File: config.mk
export PLATFORM = sky130hd
export DESIGN_NAME = fft_bfly_scheduler
export DESIGN_NICKNAME = d
export VERILOG_FILES = /design/src/rtl/fft_bfly_scheduler.sv
export SDC_FILE = /design/constraint.sdc
export NUM_CORES = 1
export LEC_CHECK = 0
export ABC_CLOCK_PERIOD_IN_PS = 7840
export CAP_MARGIN = 20
export CORE_MARGIN = 1
export CORE_UTILIZATION = 60
export CTS_CLUSTER_DIAMETER = 50
export DETAILED_ROUTE_END_ITERATION = 10
export DONT_BUFFER_PORTS = 1
export PLACE_DENSITY = 0.79
export RECOVER_POWER = 50
export SYNTH_ARGS = -nofsm -noshare
export SYNTH_HDL_FRONTEND = slang
export SYNTH_SLANG_ARGS = --single-unit
export TNS_END_PERCENT = 30
File: constraint.sdc
create_clock -name clk -period 7.84 [get_ports clk]
set_clock_uncertainty 0.2 [all_clocks]
set_input_delay 0.392 -clock clk [delete_from_list [all_inputs] [get_ports clk]]
set_output_delay 0.392 -clock clk [all_outputs]
set_load 0.01 [all_outputs]
File: src/rtl/fft_bfly_scheduler.sv
// -----------------------------------------------------------------------------
// fft_bfly_scheduler
//
// Sequences one radix-2 decimation stage of an in-place FFT. For every
// butterfly index k it reads the top and bottom samples from the sample RAM,
// fetches the matching twiddle, hands bottom*twiddle to an external complex
// multiplier, then writes back (X+Y)/2 to the top slot and (X-Y)/2 to the
// bottom slot. A multiplier that never answers is caught by a watchdog, which
// ends the stage with a sticky error.
//
// Ports
//   clk, rst_n            clock (rising edge), asynchronous active-low reset
//   start                 one-cycle pulse, begins a stage (ignored while busy)
//   busy                  high from accepted start until done
//   done                  one-cycle pulse, stage finished or aborted
//   err                   sticky multiplier-timeout flag, cleared by next start
//   rd_en/rd_addr/rd_data sample RAM read port, data valid 1 cycle after rd_en
//   tw_addr/tw_data       twiddle ROM, data valid 1 cycle after the address
//   mul_en                one-cycle start pulse to the complex multiplier
//   mul_a..mul_d          operands: bottom.re, bottom.im, tw.re, tw.im
//   mul_rdy               multiplier result valid (level)
//   mul_real/mul_img      product, already scaled; low 12 bits are used
//   wr_en/wr_addr/wr_data sample RAM write port, data {re, im}
//
// All outputs are registered: each state's outputs are loaded on the clock
// edge that enters the state, so they are valid for the whole state cycle.
// -----------------------------------------------------------------------------
module fft_bfly_scheduler #(
  parameter int N_LOG2      = 4,
  parameter int STAGE       = 2,
  parameter int MUL_TIMEOUT = 64
) (
  input  logic              clk,
  input  logic              rst_n,
  input  logic              start,
  output logic              busy,
  output logic              done,
  output logic              err,
  output logic              rd_en,
  output logic [N_LOG2-1:0] rd_addr,
  input  logic [23:0]       rd_data,
  output logic [N_LOG2-2:0] tw_addr,
  input  logic [23:0]       tw_data,
  output logic              mul_en,
  output logic [11:0]       mul_a,
  output logic [11:0]       mul_b,
  output logic [11:0]       mul_c,
  output logic [11:0]       mul_d,
  input  logic              mul_rdy,
  input  logic [23:0]       mul_real,
  input  logic [23:0]       mul_img,
  output logic              wr_en,
  output logic [N_LOG2-1:0] wr_addr,
  output logic [23:0]       wr_data
);

  localparam int AW       = N_LOG2;
  localparam int KW       = N_LOG2 - 1;
  localparam int TW_SHIFT = N_LOG2 - 1 - STAGE;
  localparam int WCW      = $clog2(MUL_TIMEOUT + 1);

  localparam logic [AW-1:0]  POS_MASK_A = AW'((1 << STAGE) - 1);
  localparam logic [AW-1:0]  SPAN_A     = AW'(1 << STAGE);
  localparam logic [KW-1:0]  POS_MASK_K = KW'((1 << STAGE) - 1);
  localparam logic [KW-1:0]  K_LAST     = KW'((1 << (N_LOG2 - 1)) - 1);
  localparam logic [KW-1:0]  K_ONE      = KW'(1);
  localparam logic [KW-1:0]  K_ZERO     = KW'(0);
  localparam logic [WCW-1:0] WAIT_LAST  = WCW'(MUL_TIMEOUT - 1);
  localparam logic [WCW-1:0] WAIT_ONE   = WCW'(1);

  typedef enum logic [3:0] {
    IDLE   = 4'd0,
    RD_TOP = 4'd1,
    RD_BOT = 4'd2,
    CAP    = 4'd3,
    MUL    = 4'd4,
    WAIT   = 4'd5,
    WR_TOP = 4'd6,
    WR_BOT = 4'd7,
    FIN    = 4'd8
  } state_t;

  state_t         state_r;
  logic [KW-1:0]  k_r;
  logic [WCW-1:0] wait_cnt_r;
  logic [23:0]    x_r;   // top sample {re, im}
  logic [23:0]    y_r;   // scaled product {re, im}

  // Upper product bits are discarded: the multiplier already scales the
  // result so that the low 12 bits carry the value.
  logic unused_prod_bits_s;
  assign unused_prod_bits_s = ^{mul_real[23:12], mul_img[23:12]};

  // Top index: block number (k >> STAGE) times twice the span, plus the
  // position inside the block. Bit STAGE of the result is always zero.
  function automatic logic [AW-1:0] top_addr(input logic [KW-1:0] k);
    logic [AW-1:0] kk;
    kk = {1'b0, k};
    return ((kk >> STAGE) << (STAGE + 1)) | (kk & POS_MASK_A);
  endfunction

  // Bottom partner sits one span above the top; OR works because the
  // span bit of the top index is clear.
  function automatic logic [AW-1:0] bot_addr(input logic [KW-1:0] k);
    return top_addr(k) | SPAN_A;
  endfunction

  // Twiddle index: position in block scaled to the N/2-entry ROM.
  function automatic logic [KW-1:0] tw_index(input logic [KW-1:0] k);
    return (k & POS_MASK_K) << TW_SHIFT;
  endfunction

  // (a+b)>>>1 with a 13-bit intermediate; bits [12:1] are the shifted
  // result, which always fits 12 bits so nothing wraps.
  function automatic logic [11:0] half_add(input logic [11:0] a, input logic [11:0] b);
    logic [12:0] s;
    s = {a[11], a} + {b[11], b};
    return s[12:1];
  endfunction

  // (a-b)>>>1 with a 13-bit intermediate, same truncation as half_add.
  function automatic logic [11:0] half_sub(input logic [11:0] a, input logic [11:0] b);
    logic [12:0] s;
    s = {a[11], a} - {b[11], b};
    return s[12:1];
  endfunction

  // Stage sequencer: state, butterfly index, watchdog and all outputs.
  always_ff @(posedge clk or negedge rst_n) begin
    if (!rst_n) begin
      state_r    <= IDLE;
      k_r        <= K_ZERO;
      wait_cnt_r <= '0;
      x_r        <= 24'd0;
      y_r        <= 24'd0;
      busy       <= 1'b0;
      done       <= 1'b0;
      err        <= 1'b0;
      rd_en      <= 1'b0;
      rd_addr    <= '0;
      tw_addr    <= '0;
      mul_en     <= 1'b0;
      mul_a      <= 12'd0;
      mul_b      <= 12'd0;
      mul_c      <= 12'd0;
      mul_d      <= 12'd0;
      wr_en      <= 1'b0;
      wr_addr    <= '0;
      wr_data    <= 24'd0;
    end else begin
      // Strobes are single-cycle unless the next state re-asserts them.
      rd_en  <= 1'b0;
      wr_en  <= 1'b0;
      mul_en <= 1'b0;
      done   <= 1'b0;

      case (state_r)
        IDLE: begin
          if (start) begin
            state_r <= RD_TOP;
            k_r     <= K_ZERO;
            err     <= 1'b0;
            busy    <= 1'b1;
            rd_en   <= 1'b1;
            rd_addr <= top_addr(K_ZERO);
            tw_addr <= tw_index(K_ZERO);
          end
        end

        RD_TOP: begin
          state_r <= RD_BOT;
          rd_en   <= 1'b1;
          rd_addr <= bot_addr(k_r);
        end

        // Read data for the top address arrives during this cycle.
        RD_BOT: begin
          state_r <= CAP;
          x_r     <= rd_data;
        end

        // Bottom sample and twiddle are both valid now; they go straight
        // into the operand registers, which hold until WAIT is left.
        CAP: begin
          state_r <= MUL;
          mul_en  <= 1'b1;
          mul_a   <= rd_data[23:12];
          mul_b   <= rd_data[11:0];
          mul_c   <= tw_data[23:12];
          mul_d   <= tw_data[11:0];
        end

        // mul_rdy is deliberately not looked at here: a level left over
        // from a previous product must not be taken as this result.
        MUL: begin
          state_r    <= WAIT;
          wait_cnt_r <= '0;
        end

        WAIT: begin
          if (mul_rdy) begin
            state_r <= WR_TOP;
            y_r     <= {mul_real[11:0], mul_img[11:0]};
            wr_en   <= 1'b1;
            wr_addr <= top_addr(k_r);
            wr_data <= {half_add(x_r[23:12], mul_real[11:0]),
                        half_add(x_r[11:0],  mul_img[11:0])};
          end else if (wait_cnt_r == WAIT_LAST) begin
            // Watchdog expired: abandon the stage without writing.
            state_r <= FIN;
            err     <= 1'b1;
            done    <= 1'b1;
          end else begin
            wait_cnt_r <= wait_cnt_r + WAIT_ONE;
          end
        end

        WR_TOP: begin
          state_r <= WR_BOT;
          wr_en   <= 1'b1;
          wr_addr <= bot_addr(k_r);
          wr_data <= {half_sub(x_r[23:12], y_r[23:12]),
                      half_sub(x_r[11:0],  y_r[11:0])};
        end

        WR_BOT: begin
          if (k_r == K_LAST) begin
            state_r <= FIN;
            done    <= 1'b1;
          end else begin
            state_r <= RD_TOP;
            k_r     <= k_r + K_ONE;
            rd_en   <= 1'b1;
            rd_addr <= top_addr(k_r + K_ONE);
            tw_addr <= tw_index(k_r + K_ONE);
          end
        end

        // done is high in this cycle; busy drops as IDLE is entered.
        FIN: begin
          state_r <= IDLE;
          busy    <= 1'b0;
        end

        default: begin
          state_r <= IDLE;
          busy    <= 1'b0;
        end
      endcase
    end
  end

endmodule

Word-level counts from Yosys, hierarchy flattened
Index checks and enable logic that the tools add are counted.

word-level totals
  ROM bits = 0
  output and inout port bits = 89
  memories = 0
  bits in writable memories = 0
  word-level logic and storage cells = 95
  bits in latches = 0
  input bits = 100
  register bits after elaboration = 151

operators by class
  bitwise operators = 3
  shift operators = 0
  multiplexer cells = 36
  div/mod/pow operators = 0
  multipliers = 0
  order comparisons = 0
  equality and inequality tests = 16
  add/sub/neg operators = 6
  reductions and logical operators = 15

operators with widths
  cell                                                  number
  case mux 24 bit (2 select lines)                      1
  case mux 4 bit (8 select lines)                       1
  two-way mux 4 bit                                     7
  adder 12 x 12 -> 13 bit                               2
  subtractor 12 x 12 -> 13 bit                          2
  two-way mux 24 bit                                    1
  equality test 4 x 3 -> 1 bit (second input constant)  4
  two-way mux 7 bit                                     2
  case mux 7 bit (2 select lines)                       1
  inequality test 2 bit (second input constant)         6
  case mux 3 bit (2 select lines)                       2
  case mux 4 bit (3 select lines)                       1
  two-way mux 1 bit                                     11
  two-way mux 3 bit                                     3
  AND reduction 3 bit                                   3
  equality test 4 x 2 -> 1 bit (second input constant)  2
  bitwise OR 4 x 2 -> 4 bit                             2
  case mux 1 bit (2 select lines)                       4
  case mux 4 bit (2 select lines)                       1
  AND reduction 2 bit                                   4
  nonzero test 2 bit                                    4
  adder 7 x 1 -> 7 bit (second input constant)          1
  equality test 7 x 6 -> 1 bit (second input constant)  1
  OR reduction 7 bit                                    1
  9 further kinds                                       9

Longest topological paths before layout
Gate-level depths: netlist of run 1.

  word-level depth = 4
  depth in mapped cells = 15

Worst setup path before layout of run 1
Ideal clock, no wire load.

  path type = input to register
  start point = input mul_img[2]
  end point = register wr_data[9]
  data required time = 7.506 ns
  buffers on the path = 0
  path slack = 4.678 ns
  library setup time = 0.134 ns
  stages = 12
  arrival = 2.829 ns
  cells stage by stage = or4_4 or3_4 nor2_1 xor2_1 nand2_1 o21ai_0 ha_1 a2111oi_0 o21ai_0 a21oi_1 xor2_1 o21ai_0

between the ends
  longest elaborated chain between the ends = 3

RTL lines
  element                           line  RTL
  start, declared                   51    input logic [23:0] mul_img,
  adder 12 x 12 -> 13 bit           117   s = {a[11], a} + {b[11], b};
  two-way mux 24 bit                201   if (mul_rdy) begin
  case mux 24 bit (2 select lines)  157   case (state_r)
  end signal, assigned              206   wr_data <= {half_add(x_r[23:12], mul_real[11:0]),
  end signal, assigned              222   wr_data <= {half_sub(x_r[23:12], y_r[23:12]),
  end, declared                     54    output logic [23:0] wr_data

No other way between the ends. The select of a mux whose other input is x is not followed.
A chain may end at the register's enable or synchronous reset.

Worst setup path after layout of run 1
  start point = register state_r[2]
  end point = register wr_data[23]

between the ends
  longest elaborated chain between the ends = 3
  elaborated cells on any way between the ends = 6
  those cells by class = 3 x eq/ne; 1 x mux; 2 x reduce/logical

RTL lines
  element                                                                       line  RTL
  start, declared                                                               83    state_t state_r;
  start signal, assigned                                                        131   state_r <= IDLE;
  start signal, assigned                                                        160   state_r <= RD_TOP;
  start signal, assigned                                                        171   state_r <= RD_BOT;
  equality test 4 x 3 -> 1 bit                                                  157
  inequality test 2 bit (no source line) or nonzero test 2 bit (tied branches)  --
  AND reduction 2 bit (no source line)                                          --

Parallel ways exist; a longest one is shown, timed or not.

==> results.md, run 1 <==
- Dpl cells: 812
- Crit-path cells: inv_1, nor2_1, nand2_1, and3_1, a21oi_1, ha_1, o21ai_0, o21ai_0, a31oi_1, a21oi_1, or3_1, a31oi_1
- Xor and xnor fraction of the mapped netlist area: 0.0448
- Leakage: 3.96 nW
- Syn avg cell area: 11.2 um^2
- Initial drt markers: 362
- HP Class: primary input to flop
- Fraction of layout cells with a size suffix above 1: 0.193
- Synthesized flop and latch total: 148
- Slowest CP cell: nand2_1
- Routability-driven placement congestion ratio: 0.814
- Fin cells: 919
- FF/Latch Area: 3700 um^2
- Pin count of the biggest net entering global routing: 149
- CP max stage delay: 580 ps
- Vias/cell: 6.00
- Starting Density: 0.617
- Hold_sp: mul_rdy
- Pre-CTS worst setup slack: 3940 ps
- Clock Tree Buf Depth: 2
- Final Power: 3.72 mW
- Post-synth cell types: 59
- Total grt overflow: 0
- Clk_lat worst skew: 420 ps
- Die ar.: 12800 um^2
- I/O pin cnt: 189
- Final Max Slew Viols: 149
- Clock Tree Root: clkbuf_16
- Main combinational cell family by area after synthesis: multiplexers
- Metal2 WL: 8560 um
- Remaining DRCs: 0
- Multiplexer share of the synthesized area: 0.149
- Asr flop ratio synth: 1.00
- Mapped Area: 7440 um^2
- Flop-to-flop setup slack: 3740 ps
- EDFF count, synth: 0
- Metal-1 WL: 7420 um
- RSZ-0062 raised after global routing: false
- Post-Synth Simple-Gate Area: 0.122
- Vias in the first global route: 5550
- Chip Height: 113 um
- Multi-input gate area: 3570 um^2
- R2R depth: 12
- Crit share post-route: 0.523
- Commonest non-fill, non-tap cell in the layout: dfrtp_1
- Startpoint types: flop
- Post-detailed-route count of antenna-violating nets: 0
- Worst path required time: 7990 ps
- Total number of vias: 5515
- Hold Vio Cnt, Final: 0
- CP Capture Type: flop
- Fill cell count: 827
- Final worst slack: 3740 ps
- Worst min-delay path endpoint: state_r[1]
- CTS H-tree depth: 4
- Critical path peak fanout: 26
- Most frequent cells in the layout: dfrtp_1 (148), mux2_2 (93), nand2_1 (83), dlygate4sd3_1 (75), o21ai_0 (44)
- Dpl cell area: 7550 um^2
- Row cnt: 40
- Most used flip-flop cell after synthesis: dfrtp_1
- Max Freq: 0.244 GHz
- CP Data Arrival Time: 4250 ps
- Hpwl dp: 11100 um
- Hold Crit Depth: 2
- Worst Path Class, Setup: flop to flop
- First-pass GRT wire length: 28200 um
- Worst Setup SP: state_r[2]
- Util after Layout: 0.735
- Reg2reg start: state_r[2]
- Max-slew headroom: -1.37
- Pre-antenna DRT Iters: 5
- Power per Cell Area: 419 nW/um^2
- Number of buffers created by CTS: 17
- Port Buffers: 0
- Syn Nets: 796
- Gate Count Post-Synth: 667
- Total track usage: 0.286
- Synth-to-layout area growth: 19.3%
- Layout Nets: 868
- Worst-path clk slew: 60 ps
- R2r endpoint: wr_data[23]
- Die Wd: 113 um
- Final Cell Area: 8870 um^2
- Slew @ Worst Pin: 3550 ps
- CTS tree: built
- Post-synthesis sequential area ratio: 0.498
- Setup tns final: 0 ps
- Top routing layer in use: met4
- Routed WL: 17500 um
- Post-route minimum period: 4100 ps
- WL/cell: 19.0 um
- Failing checks: max-capacitance violations, max-slew violations
- Met3 wire length: 1160 um
- Initial antenna violation count: 0
- Status: finished with violations
- Final setup vio count: 0
- Smallest hold slack: 21.5 ps
- Peak VDD IR: 0.245 mV
- Sink Count: 148
- Synth Area in Compound Gates: 0.110
- Number of synthesis warnings: 0
- Synth Area in Adders: 0.0508
- Max Cap Violations: 1
- N_diodes: 0
- Core Footprint: 12100 um^2
[kinds of logic after synthesis]
| family | after synthesis |
|---|---|
| buffers and inverters | 38 |
| AOI/OAI and AO/OA | 132 |
| and+or+nand+nor | 182 |
| other | 1 |
| xor gates and xnor gates | 38 |
| adders and majority gates | 29 |
| DFF | 148 |
| muxes | 99 |
[worst max path at each step]
| stage | endpoint | slack, ps | depth (start not counted) |
|---|---|---|---|
| after global routing | mul_b[10] | 3080 | 2 |
| after CTS | wr_data[23] | 3920 | 12 |
| final | wr_data[23] | 3740 | 12 |
| after floorplan | wr_data[9] | 4680 | 12 |
| after global placement | wr_data[7] | 4000 | 12 |
| after detailed placement | wr_data[23] | 3940 | 12 |
[layer usage]
layer	vias to the layer above	GRT usage
met5	-	0
met4	0	0.104
met3	34	0.0777
met2	209	0.470
met1	2735	0.365
li1	2537	-
[sequential cells by signal, summed over array words and instances, names as in the netlist, 3 cells and up]
| register | flops |
|---|---|
| k_r | 3 |
| mul_a | 12 |
| mul_b | 12 |
| mul_c | 12 |
| mul_d | 12 |
| rd_addr | 4 |
| state_r | 4 |
| wait_cnt_r | 7 |
| wr_addr | 4 |
| wr_data | 24 |
| x_r | 24 |
| y_r | 24 |
[synthesized netlist by cell type (2+ instances only)]
cell type,n,share of area
a22oi_1,2,0.0020
or4_1,2,0.0020
or3_1,3,0.0025
a211oi_1,7,0.0071
nor4_4,2,0.0057
nor3b_1,4,0.0040
nor2_1,32,0.016
xnor2_1,12,0.014
and3_1,5,0.0042
a2111oi_0,2,0.0024
dfrtp_1,148,0.50
and3_2,2,0.0020
inv_1,11,0.0056
a21o_1,15,0.015
nand4_1,4,0.0034
nand2b_1,4,0.0034
a211o_1,3,0.0035
nor2b_1,7,0.0059
o21bai_1,2,0.0020
ha_1,27,0.045
xor2_1,26,0.031
nand3_1,10,0.0067
buf_2,10,0.0067
o31ai_1,7,0.0071
nand4b_1,3,0.0035
buf_4,4,0.0040
nor3_1,9,0.0061
o211ai_1,4,0.0040
and2_1,2,0.0017
nor4_1,3,0.0025
a31oi_1,7,0.0059
clkbuf_1,11,0.0056
o21ai_0,44,0.030
a21oi_1,29,0.020
nand2_1,83,0.042
mux2i_1,5,0.0067
fa_1,2,0.0054
mux2_2,93,0.14
[power breakdown]
part / internal (mW) / total [mW] / switching [mW]
clock network: 0.463 / 0.779 / 0.316
logic: 0.696 / 1.45 / 0.753
registers: 1.13 / 1.49 / 0.367
total: 2.28 / 3.72 / 1.44
[what timing repair did]
item,4_1_cts,5_1_grt
hold buffers,76,0
resized for setup,0,0
hold endpoints to repair,246,0
endpoints found under the setup margin,0,0
buffers inserted,0,0
[worst max-delay path, delay by kind of cell (launching register included)]
kind                     cells  cell delay [ps]
AND/OR/NAND/NOR              4             1560
AO/OA/AOI/OAI                6             1290
flip-flops                   1              500
adder cells (fa/ha/maj)      1              320
buffers and inverters        1              140
[area by class of cell]
cell class              instances  area share
clock buffers                  17      0.0480
clock inverters                14      0.0157
inverters                      11     0.00465
multi-input cells             481       0.402
flip-flops and latches        148       0.417
well taps                     168      0.0237
repair buffers                 80      0.0886
Power figures use the tool's default switching activity.
==> run 2: changes to the inputs <==
--- a/config.mk
+++ b/config.mk
@@ -5,7 +5,7 @@
 export SDC_FILE = /design/constraint.sdc
 export NUM_CORES = 1
 export LEC_CHECK = 0
-export ABC_CLOCK_PERIOD_IN_PS = 7840
+export ABC_CLOCK_PERIOD_IN_PS = 4000
 export CAP_MARGIN = 20
 export CORE_MARGIN = 1
 export CORE_UTILIZATION = 60
==> constraint.sdc (replaced) <==
create_clock -name clk -period 4 [get_ports clk]
set_clock_uncertainty 0.2 [all_clocks]
set_input_delay 0.2 -clock clk [delete_from_list [all_inputs] [get_ports clk]]
set_output_delay 0.2 -clock clk [all_outputs]
set_load 0.01 [all_outputs]
==> run 2 against run 1 <==
Effect of this change: sequential power grew 97%; final area grew 1.0%; maximum frequency is 9.9% higher; the run still ends with max-capacitance violations, max-slew violations left; total power increased by 100%; die area stayed put; first-iteration DRC count is 9.9% higher; setup slack worse by 3500 ps; combinational power increased by 99%; register-to-register slack worse by 3500 ps; largest power group unchanged; flip-flop and latch count is the same; global-route usage is 1.0 points higher; final cell count rose by 0.54%; largest cell class unchanged.
==> results.md, run 2 (same netlist as run 1, synthesis figures left out) <==
- Dpl cells: 815 (was 812)
- Final Power: 7.48 mW (was 3.72 mW)
- Critical path peak fanout: 22 (was 26)
- Util after Layout: 0.743 (was 0.735)
- Leakage: 4.00 nW (was 3.96 nW)
- CP Capture Type: flop (unchanged)
- CP max stage delay: 600 ps (was 580 ps)
- Fraction of layout cells with a size suffix above 1: 0.196 (was 0.193)
- Final setup vio count: 0 (unchanged)
- R2r endpoint: wr_data[23] (unchanged)
- Post CTS Setup Buffer Count: 0 (unchanged)
- Fin cells: 924 (was 919)
- Vias in the first global route: 5672 (was 5550)
- Worst path required time: 4130 ps (was 7990 ps)
- Power per Cell Area: 834 nW/um^2 (was 419 nW/um^2)
- N_diodes: 0 (unchanged)
- First-pass GRT wire length: 29100 um (was 28200 um)
- Synth-to-layout area growth: 20.5% (was 19.3%)
- Sink Count: 148 (unchanged)
- Most frequent cells in the layout: dfrtp_1 (148), mux2_2 (93), nand2_1 (83), dlygate4sd3_1 (76), o21ai_0 (44) (was dfrtp_1 (148), mux2_2 (93), nand2_1 (83), dlygate4sd3_1 (75), o21ai_0 (44))
- Final Cell Area: 8960 um^2 (was 8870 um^2)
- Slew @ Worst Pin: 1970 ps (was 3550 ps)
- Max Freq: 0.268 GHz (was 0.244 GHz)
- HP Class: primary input to flop (unchanged)
- Initial drt markers: 398 (was 362)
- Core Footprint: 12100 um^2 (unchanged)
- Status: finished with violations (unchanged)
- CTS H-tree depth: 4 (unchanged)
- Commonest non-fill, non-tap cell in the layout: dfrtp_1 (unchanged)
- R2R depth: 9 (was 12)
- Row cnt: 40 (unchanged)
- CP Data Arrival Time: 3860 ps (was 4250 ps)
- Total grt overflow: 0 (unchanged)
- Pre-antenna DRT Iters: 5 (unchanged)
- Final Max Slew Viols: 149 (unchanged)
- Post-detailed-route count of antenna-violating nets: 0 (unchanged)
- CTS tree: built (unchanged)
- Routability-driven placement congestion ratio: 0.841 (was 0.814)
- Clk_lat worst skew: 420 ps (about the same)
- Hold Vio Cnt, Final: 0 (unchanged)
- Pin count of the biggest net entering global routing: 149 (unchanged)
- Starting Density: 0.617 (unchanged)
- Die ar.: 12800 um^2 (unchanged)
- Initial antenna violation count: 0 (unchanged)
- Routed WL: 17900 um (was 17500 um)
- CP endpoint: wr_data[23] (unchanged)
- Crit share post-route: 0.932 (was 0.523)
- Final worst slack: 271 ps (was 3740 ps)
- Clock Tree Buf Depth: 2 (unchanged)
- Dpl cell area: 7570 um^2 (was 7550 um^2)
- Critical path depth in cells: 9 (was 12)
- Fill cell count: 798 (was 827)
- Clock Tree Root: clkbuf_16 (unchanged)
- Port Buffers: 0 (unchanged)
- Pre-CTS worst setup slack: 495 ps (was 3940 ps)
- Chip Height: 113 um (unchanged)
- WP buf/inv: 0 (was 1)
- Top cell by count, worst path: a31oi_1
- Total number of vias: 5485 (was 5515)
- WL/cell: 19.3 um (was 19.0 um)
- Hpwl dp: 11200 um (was 11100 um)
- I/O pin cnt: 189 (unchanged)
- Post-route minimum period: 3730 ps (was 4100 ps)
- Reg2reg start: state_r[3] (was state_r[2])
- Failing checks: max-capacitance violations, max-slew violations (unchanged)
- Remaining DRCs: 0 (unchanged)
- CP top delay family: compound AO/OA/AOI/OAI gates (was simple AND/OR/NAND/NOR gates)
- Worst Path Class, Setup: flop to flop (unchanged)
- Number of buffers created by CTS: 17 (unchanged)
- Layout Nets: 872 (was 868)
- Vias/cell: 5.94 (was 6.00)
- RSZ-0062 raised after global routing: false (unchanged)
- Worst Setup SP: state_r[3] (was state_r[2])
- Max-slew headroom: -0.315 (was -1.37)
- Worst-path clk slew: 60 ps (about the same)
- Startpoint types: flop (unchanged)
- Largest regs: wr_data: 24 flops, x_r: 24 flops, y_r: 24 flops (unchanged)
- Setup tns final: 0 ps (unchanged)
- Slowest CP cell: and4bb_4 (was nand2_1)
- Peak VDD IR: 0.451 mV (was 0.245 mV)
- Flop-to-flop setup slack: 270 ps (was 3740 ps)
- Die Wd: 113 um (unchanged)
- Max Cap Violations: 1 (unchanged)
- Total track usage: 0.297 (was 0.286)
- Crit-path cells: and4bb_4, mux2i_1, fa_1, a211oi_1, o21ai_0, a31oi_1, a21oi_1, or3_1, a31oi_1 (was inv_1, nor2_1, nand2_1, and3_1, a21oi_1, ha_1, o21ai_0, o21ai_0, a31oi_1, a21oi_1, or3_1, a31oi_1)
- Smallest hold slack: 98.3 ps (was 21.5 ps)
==> run 2: how the worst min path moves through the flow <==
stage,slack (ps),from,depth (start not counted),to
6_report,100,mul_rdy,4,wr_addr[2]
3_3_place_gp,-290,rst_n,0,busy
2_1_floorplan,-300,rst_n,0,busy
4_1_cts,80,mul_rdy,4,wr_addr[2]
3_5_place_dp,-290,rst_n,0,state_r[3]
5_1_grt,130,mul_rdy,4,y_r[13]
==> run 2: cell type report <==
type,instances,area [um^2],share of cell area
clock buffers,21,470,0.0525
clock inverters,11,150,0.0168
inverters,11,41.3,0.00461
multi-input cells,481,3570,0.398
flip-flops and latches,148,3700,0.413
well taps,168,210,0.0235
repair buffers,84,821,0.0916
==> run 2: timing repair <==
| action | in CTS | in global routing |
|---|---|---|
| gates resized for setup | 0 | 0 |
| hold buffers | 77 | 0 |
| hold endpoints to repair | 253 | 0 |
==> run 2: report_power, final <==
group          switching (mW)  total [mW]  internal, mW
combinational            1.51        2.89          1.38
sequential              0.730        2.94          2.21
clock                   0.624        1.66          1.03
total                    2.86        7.48          4.62
==> run 2: worst reg2reg max path, stage by stage (launching register included) <==
cell and delay [ps]:
dfrtp_1 520, and4bb_4 610, mux2i_1 200, fa_1 480, a211oi_1 350, o21ai_0 190, a31oi_1 390, a21oi_1 160
or3_1 330, a31oi_1 210
==> run 2: metal layers <==
layer	track usage	part of all wire	vias up
met5	0	0	-
met1	0.374	0.42	2684
met3	0.0846	0.066	40
met4	0.113	0.023	0
met2	0.487	0.49	212
li1	-	-	2549
==> run 3: changes to the inputs <==
--- a/config.mk
+++ b/config.mk
@@ -5,6 +5,7 @@
 export SDC_FILE = /design/constraint.sdc
 export NUM_CORES = 1
 export LEC_CHECK = 0
+export ABC_AREA = 1
 export ABC_CLOCK_PERIOD_IN_PS = 4000
 export CAP_MARGIN = 20
 export CORE_MARGIN = 1
==> run 3 against run 2 <==
Effect of this change: register-to-register slack improved by 610 ps; sequential share of layout area fell by 0.74 points; global-route usage rose by 0.79 points; the run still ends with max-capacitance violations, max-slew violations left; non-clock buffer count fell by 3; critical path depth rose by 6; sequential power barely moved; final cell count rose by 35%; final area rose by 1.8%; synthesized area rose by 3.3%; synthesized cell count rose by 49%; total power fell by 1.8%; critical endpoint is now wr_data[11].
==> results.md, run 3 <==
- Smallest hold slack: 178 ps (was 98.3 ps)
- Final Cell Area: 9130 um^2 (was 8960 um^2)
- Fill cell count: 945 (was 798)
- Row cnt: 40 (unchanged)
- Port Buffers: 0 (unchanged)
- Gate Count Post-Synth: 996 (was 667)
- Most used flip-flop cell after synthesis: dfrtp_1 (unchanged)
- Asr flop ratio synth: 1.00 (unchanged)
- Hpwl dp: 12300 um (was 11200 um)
- Post-synthesis sequential area ratio: 0.482 (was 0.498)
- Worst path required time: 4110 ps (was 4130 ps)
- Final worst slack: 885 ps (was 271 ps)
- Hold_buf cts: 76 (was 77)
- Startpoint types: flop (unchanged)
- Clock Tree Buf Depth: 2 (unchanged)
- CP Capture Type: flop (unchanged)
- Final Max Slew Viols: 149 (unchanged)
- Pin count of the biggest net entering global routing: 149 (unchanged)
- Max Cap Violations: 1 (unchanged)
- I/O pin cnt: 189 (unchanged)
- Max Freq: 0.321 GHz (was 0.268 GHz)
- WL/cell: 15.3 um (was 19.3 um)
- Chip Height: 115 um (was 113 um)
- Most frequent cells in the layout: nand2_1 (345), dfrtp_1 (148), inv_1 (107), o21ai_0 (101), dlygate4sd3_1 (75) (was dfrtp_1 (148), mux2_2 (93), nand2_1 (83), dlygate4sd3_1 (76), o21ai_0 (44))
- Fraction of layout cells with a size suffix above 1: 0.0538 (was 0.196)
- Power per Cell Area: 805 nW/um^2 (was 834 nW/um^2)
- Clk_lat worst skew: 430 ps (was 420 ps)
- N_diodes: 0 (unchanged)
- RSZ-0062 raised after global routing: false (unchanged)
- CP Data Arrival Time: 3220 ps (was 3860 ps)
- Die Wd: 115 um (was 113 um)
- EDFF count, synth: 0 (unchanged)
- Vias in the first global route: 6249 (was 5672)
- Max-slew headroom: -0.281 (was -0.315)
- Synth top cells by count: nand2_1 (345), dfrtp_1 (148), inv_1 (107) (was dfrtp_1 (148), mux2_2 (93), nand2_1 (83))
- Status: finished with violations (unchanged)
- Most frequent cell after synthesis: nand2_1 (was dfrtp_1)
- Leakage: 4.73 nW (was 4.00 nW)
- Crit share post-route: 0.779 (was 0.932)
- Number of buffers created by CTS: 17 (unchanged)
- Syn Nets: 1125 (was 796)
- Clock Tree Root: clkbuf_16 (unchanged)
- Failing checks: max-capacitance violations, max-slew violations (unchanged)
- Post-cts resize count: 0 (unchanged)
- Post CTS Setup Buffer Count: 0 (unchanged)
- Synthesized flop and latch total: 148 (unchanged)
- Hold Vio Cnt, Final: 0 (unchanged)
- Worst Path Class, Setup: flop to flop (unchanged)
- Routed WL: 19000 um (was 17900 um)
- Vias/cell: 5.34 (was 5.94)
- Top cell type's share of synthesized area: 0.482 (was 0.498)
- HP Class: primary input to flop (unchanged)
- Post-detailed-route count of antenna-violating nets: 0 (unchanged)
- Slew @ Worst Pin: 1920 ps (was 1970 ps)
- Post-route minimum period: 3120 ps (was 3730 ps)
- Cell taking the most area after synthesis: dfrtp_1 (unchanged)
- Largest regs: wr_data: 24 flops, x_r: 24 flops, y_r: 24 flops (unchanged)
- Commonest non-fill, non-tap cell in the layout: nand2_1 (was dfrtp_1)
- Final setup vio count: 0 (unchanged)
- Dpl cell area: 7780 um^2 (was 7570 um^2)
- Core Footprint: 12300 um^2 (was 12100 um^2)
- Met3 usage in global routing: 0.0801 (was 0.0846)
- Most Crowded Layer GR: met2 (unchanged)
- Total track usage: 0.304 (was 0.297)
- CTS tree: built (unchanged)
- Peak VDD IR: 0.484 mV (was 0.451 mV)
- Sink Count: 148 (unchanged)
- Initial antenna violation count: 0 (unchanged)
- M1 GR Usage: 0.420 (was 0.374)
- Worst-path clk slew: 60 ps (about the same)
- Area contributors post-synth: dfrtp_1 (48%), nand2_1 (17%), o21ai_0 (6.6%), inv_1 (5.2%), ha_1 (4.4%) (was dfrtp_1 (50%), mux2_2 (14%), ha_1 (4.5%), nand2_1 (4.2%), xor2_1 (3.1%))
- Die ar.: 13300 um^2 (was 12800 um^2)
- Initial drt markers: 599 (was 398)
- Synth-to-layout area growth: 18.7% (was 20.5%)
- Pre-antenna DRT Iters: 5 (unchanged)
- CTS H-tree depth: 4 (unchanged)
- Total number of vias: 6655 (was 5485)
- Critical path peak fanout: 23 (was 22)
- Mapped Area: 7690 um^2 (was 7440 um^2)
- Pre-CTS worst setup slack: 1020 ps (was 495 ps)
- First-pass GRT wire length: 30500 um (was 29100 um)
- Layout Nets: 1194 (was 872)
- Starting Density: 0.627 (was 0.617)
- Remaining DRCs: 0 (unchanged)
- Number of synthesis warnings: 0 (unchanged)
- Syn avg cell area: 7.72 um^2 (was 11.2 um^2)
- Setup tns final: 0 ps (unchanged)
- Post-synth cell types: 35 (was 59)
- Routability-driven placement congestion ratio: 0.922 (was 0.841)
- Met2 Use GR: 0.459 (was 0.487)
- Total grt overflow: 0 (unchanged)
-- run 3: per-layer routing --
| layer | part of all wire | wire length [um] | vias to the layer above |
|---|---|---|---|
| li1 | - | - | 3314 |
| met1 | 0.45 | 8590 | 3012 |
| met2 | 0.44 | 8390 | 283 |
| met3 | 0.080 | 1520 | 46 |
| met4 | 0.027 | 511 | 0 |
| met5 | 0 | 0 | - |
-- run 3: cells by family after synthesis --
kind of cell    after synthesis  share of synthesized area
compound gates              162                      0.111
xor+xnor                     15                     0.0171
fa+ha+maj                    29                     0.0492
buf+inv                     142                     0.0744
flops                       148                      0.482
mux                           2                    0.00260
other cells                   1                   0.000488
simple gates                497                      0.264
-- run 3: power by group --
| group | switching [mW] | internal [mW] |
|---|---|---|
| Sequential | 0.723 | 2.18 |
| Combinational | 1.82 | 1.02 |
| Clock | 0.658 | 0.943 |
-- run 3: layout make-up --
| class | instances | area, um^2 | share of cell area |
|---|---|---|---|
| clock buffers | 19 | 443 | 0.0485 |
| flip-flops and latches | 148 | 3700 | 0.406 |
| inverters | 111 | 417 | 0.0457 |
| repair buffers | 81 | 796 | 0.0872 |
| multi-input cells | 706 | 3410 | 0.374 |
| clock inverters | 13 | 146 | 0.0160 |
| well taps | 168 | 210 | 0.0230 |
-- run 3: final timing paths --
path,start,end,slack (ps),cells past startpoint
setup / recovery,state_r[1],wr_data[11],880,15
max in group asynchronous,rst_n,wr_data[2],1700,2
hold reg to reg,y_r[14],y_r[14],280,2
min in group asynchronous,rst_n,x_r[18],730,2
hold / removal,mul_img[10],wr_data[11],180,7
setup reg to reg,state_r[1],wr_data[11],880,15
-- run 3: metrics by stage --
stage / cells / total power [mW] / util
4_1_cts: 1246 / 7.30 / 0.746
6_report: 1246 / 7.34 / 0.744
3_5_place_dp: 1138 / 5.58 / 0.634
5_1_grt: 1246 / 7.95 / 0.744
2_1_floorplan: 996 / 4.94 / -
3_3_place_gp: 1138 / 5.48 / 0.634
-- run 3: worst max-delay path: stages, from the launching register on --
cell     delay (ps)
dfrtp_1         390
inv_1            90
nor2_2          160
nand2_2         260
buf_4           310
o21ai_0         120
o21ai_0         170
ha_1            390
a21oi_1         230
o21ai_0         150
nand2_1          80
nand2_1          40
nor2_1          120
nand3_1          90
nand3_1         120
nand2_1          60
